===== config.mk =====
export PLATFORM = sky130hd
export DESIGN_NAME = irq_entry_sequencer
export DESIGN_NICKNAME = d
export VERILOG_FILES = /design/src/rtl/irq_entry_sequencer.sv
export SDC_FILE = /design/constraint.sdc
export NUM_CORES = 1
export LEC_CHECK = 0
export ABC_AREA = 1
export CAP_MARGIN = 20
export CORE_ASPECT_RATIO = 0.9
export CORE_MARGIN = 2
export CORE_UTILIZATION = 25
export CTS_CLUSTER_DIAMETER = 40
export DETAILED_ROUTE_END_ITERATION = 8
export SETUP_SLACK_MARGIN = 0.3
export SLEW_MARGIN = 25
export SYNTH_ARGS = -nofsm -noshare
export SYNTH_HDL_FRONTEND = slang
export SYNTH_SLANG_ARGS = --single-unit
export TNS_END_PERCENT = 10

===== constraint.sdc =====
create_clock -name clk -period 2 [get_ports clk]
set_input_delay 0.6 -clock clk [delete_from_list [all_inputs] [get_ports clk]]
set_output_delay 0.6 -clock clk [all_outputs]
set_load 0.1 [all_outputs]

===== src/rtl/irq_entry_sequencer.sv =====
// irq_entry_sequencer: runs the interrupt entry handshake with the core, computes handler vectors,
// pulses source clears and tracks in-service state with one level of nvIRQ-over-vectored nesting.
module irq_entry_sequencer #(
    parameter logic [31:0] VECTOR_BASE = 32'h0000_0040,
    parameter int unsigned STRIDE_LOG2 = 2,
    parameter logic [31:0] NV_VECTOR   = 32'h0000_0020
) (
    input  logic        clk,
    input  logic        rst,
    input  logic        wire_VICIRQRequest,
    input  logic [3:0]  wire_IRQArbiter_HandlerNum,
    input  logic        wire_IRQArbiter_IsnvIRQ,
    input  logic        cpu_irq_enable,
    input  logic        cpu_ack,
    input  logic        cpu_eoi,
    output logic        irq_take,
    output logic [31:0] irq_vector,
    output logic [15:0] vIRQClear,
    output logic        nvIRQClear,
    output logic        in_service,
    output logic        in_service_nv,
    output logic [3:0]  active_num
);
    typedef enum logic [1:0] {IDLE, TAKE, SERVICE} state_t;
    state_t state, stateNext;
    logic curNv, curNvNext, nestValid, nestValidNext, ackPulse;
    logic [3:0] curNum, curNumNext, savedNum, savedNumNext;
    logic [31:0] vecAddr;
    always_comb begin
        stateNext = state;
        curNvNext = curNv;
        curNumNext = curNum;
        nestValidNext = nestValid;
        savedNumNext = savedNum;
        ackPulse = 1'b0;
        case (state)
            IDLE: if (wire_VICIRQRequest && cpu_irq_enable) begin
                curNvNext = wire_IRQArbiter_IsnvIRQ;
                curNumNext = wire_IRQArbiter_HandlerNum;
                stateNext = TAKE;
            end
            TAKE: if (cpu_ack) begin
                ackPulse = 1'b1;
                stateNext = SERVICE;
            end
            SERVICE: if (cpu_eoi) begin
                // eoi wins over a simultaneous preemption; the nvIRQ is retaken from IDLE
                if (nestValid) begin
                    curNvNext = 1'b0;
                    curNumNext = savedNum;
                    nestValidNext = 1'b0;
                end else begin
                    stateNext = IDLE;
                end
            end else if (!curNv && wire_VICIRQRequest && wire_IRQArbiter_IsnvIRQ && cpu_irq_enable) begin
                nestValidNext = 1'b1;
                savedNumNext = curNum;
                curNvNext = 1'b1;
                stateNext = TAKE;
            end
            default: stateNext = IDLE;
        endcase
    end
    always_ff @(posedge clk) begin
        if (rst) begin
            state <= IDLE;
            curNv <= 1'b0;
            curNum <= 4'd0;
            nestValid <= 1'b0;
            savedNum <= 4'd0;
            vIRQClear <= 16'd0;
            nvIRQClear <= 1'b0;
        end else begin
            state <= stateNext;
            curNv <= curNvNext;
            curNum <= curNumNext;
            nestValid <= nestValidNext;
            savedNum <= savedNumNext;
            vIRQClear <= (ackPulse && !curNv) ? 16'b1 << curNum : 16'd0;
            nvIRQClear <= ackPulse && curNv;
        end
    end
    assign vecAddr = curNv ? NV_VECTOR : VECTOR_BASE + ({28'b0, curNum} << STRIDE_LOG2);
    assign irq_take = state == TAKE;
    assign irq_vector = irq_take ? vecAddr : 32'd0;
    assign in_service = state == SERVICE || (state == TAKE && nestValid);
    assign in_service_nv = curNv && state == SERVICE;
    assign active_num = nestValid ? savedNum : curNum;
endmodule


==> flow_summary.ini <==
[run_status]
status = complete, no violations

[timing]
setup_violations = 0
period_needed_ns = 1.85
drv_slew = 0
finClkSkew_ns = 0.00888
hold_violations = 0
min_period_over_period_pct = 92.7
fmax_mhz = 539
tns_ns = 0
rsz0062_at_grt = yes

[cts]
cts_buffer_depth = 2
cts.sink_count = 29
cts_tree = built
cts_buffers = 5
clk-insertion-delay-late_ns = 0.28
cts-htree-levels = 2
clkTransAtPathRegs_ns = 0.06
cts-root-buf = clkbuf_8

[global_routing]
overflow = 0
grt_pass1_wl_microns = 5180
grt_pass1_vias = 1126
grt_use_total_pct = 11.6
grt_max_degree = 11
antenna_found_initial = 0

[worst_setup_path]
slowest_stage = dfxtp_4
worstSetupStartpointType = register
reg2reg_slack_ns = 0.71
crit_chain = inv_4 > nand2_8 > nor2_4 > inv_4 > nor2_4 > buf_12
critPathCaptureType = output port
arrival_ns = 1.25
path_buf_inv = 3
path_class = register to output port
max_stage_delay_ns = 0.35
required_ns = 1.40
crit_fanout = 6
crit_family = flip-flops

[floorplanning]
die_area_sq_um = 6090
dieHeight_microns = 74.3
die_w_microns = 82.1
row_count = 25
io_pins = 67
fp.coreArea_sq_um = 5290
start_util_pct = 25.9

[yosys]
syn_inst = 183
synth_area_leaders = dfxtp_1, buf_4, nor2_1, nand2_1, nand3_1
ys_types = 21
synth_top_area_cell = dfxtp_1
ys_ff_latch = 29
yosysTopAreaCellShare_pct = 42.3
ys_seq_area_share_pct = 42.3
syn_avg_cell_area_sq_um = 7.49
yosysWarnings = 0
syn_area_sq_um = 1370

[run]
maxCapViolCount = 0

[power]
p_leak_nw = 0.947
peakVddDrop_mv = 0.446
powerDensity_nw_per_um2 = 1330
p_total_mw = 3.03

[routing]
drtIter0Drc = 78
routed_wl_microns = 3210
routed_via_density = 4.09
num_vias = 1236
drc = 0
first_pass_iters = 4
wl_per_cell_microns = 10.6
detail-route-antenna-nets = 0

[placement]
gp_congestion = 0.926
hpwlAfterDp_microns = 2640
port_buffers = 39

[final_layout]
seqCellArea_sq_um = 591
multi_input_area_sq_um = 689
area_delta_synth_final_pct = 66.2
drive_gt1_share_pct = 31.5
antenna_cells = 0
fin_nets = 245
nFillCells = 496

[worst_hold_path]
hold_class = register to register
==> worst register-to-register path: cells and delay by family (launching register included) <==
family          cells  cell delay [ns]
compound gates      1             0.23
buf+inv             1             0.18
simple gates        4             0.44
flops               1             0.34
==> cell usage after synthesis (all sizes together) <==
library cell / n
a21boi: 4
a21oi: 7
a31oi: 1
buf: 28
clkinv: 1
conb: 1
dfxtp: 29
inv: 15
nand2: 25
nand3: 14
nor2: 42
nor3: 1
nor4: 1
o21ai: 14
==> through the flow <==
step           util, %  std cells  worst slack [ns]  hold WS [ns]  instance area (sq um)
5_1_grt           43.1        302            0.0880         0.530                   2280
2_1_floorplan        -        209            -0.305         0.454                   1530
6_report          43.1        302             0.146         0.489                   2280
3_3_place_gp      40.0        291             0.184         0.475                   2120
4_1_cts           43.1        302             0.124         0.494                   2280
3_5_place_dp      40.0        291             0.170         0.478                   2120
==> cells by family after synthesis <==
| logic type | count (synthesis) | share of synthesized area [%] |
|---|---|---|
| AO/OA/AOI/OAI | 26 | 10.3 |
| flip-flops | 29 | 42.3 |
| other | 1 | 0.273 |
| buffers and inverters | 44 | 19.5 |
| AND/OR/NAND/NOR | 83 | 27.6 |
==> state kept, by name, summed over array words and instances, names as in the netlist <==
signal      count
savedNum        4
vIRQClear      16
nestValid       1
curNum          4
curNv           1
state           2
nvIRQClear      1
==> cells in the final DEF (no fill, tap or decap) <==
master           instances
nand2_2                  5
inv_1                   10
nand2_8                  1
nand3_1                 12
nor4_1                   1
o21ai_0                  5
nor3_1                   1
o21ai_4                  1
dfxtp_4                  2
clkdlybuf4s50_1         10
nor2_2                   3
a31oi_1                  1
a21oi_1                  6
dfxtp_1                 25
o21ai_2                  4
a21boi_0                 4
buf_12                  29
inv_2                    3
nor2_4                   5
clkbuf_8                 6
nand2_1                 19
bufinv_16                1
inv_4                    2
dfxtp_2                  2
clkbuf_1                 1
nand3_2                  2
nor2_1                  34
o21ai_1                  4
clkinv_1                 1
buf_4                    7
a21oi_2                  1
conb_1                  27
==> power breakdown <==
| part | switching [mW] | internal (mW) | leakage (nW) | total (mW) |
|---|---|---|---|---|
| sequential | 0.0823 | 0.648 | 0.237 | 0.730 |
| clock | 0.209 | 0.405 | 0.0585 | 0.615 |
| combinational | 1.19 | 0.493 | 0.651 | 1.69 |
| total | 1.49 | 1.55 | 0.947 | 3.03 |
==> final timing paths <==
| check | start | endpoint | depth (start not counted) |
|---|---|---|---|
| worst max register to register | curNv | savedNum[1] | 6 |
| worst min register to register | savedNum[3] | savedNum[3] | 2 |
| worst min-delay path | savedNum[3] | savedNum[3] | 2 |
| worst max-delay path | state[1] | irq_vector[2] | 6 |
==> area by class of cell <==
cell class	instances	area share [%]
clock buffers	7	3.79
clock inverters	1	1.32
inverters	16	2.86
multi-input cells	136	30.3
flip-flops and latches	29	25.9
well taps	67	3.68
repair buffers	46	32.2
==> repair_timing <==
item	in CTS	in global routing
hold buffers	0	0
resized for setup	6	0
buffers inserted	3	0
endpoints found under the setup margin	12	12
pin swaps	2	0
==> per-layer routing <==
layer  part of all wire, %  vias up  GRT usage, %  wire [microns]
met3                   5.9       10          3.16             188
met5                     0        -             0               0
met2                    51       48          18.5            1640
met4                   3.1        0          7.78              98
li1                      -      630             -               -
met1                    40      548          13.5            1280
Power figures use the tool's default switching activity.
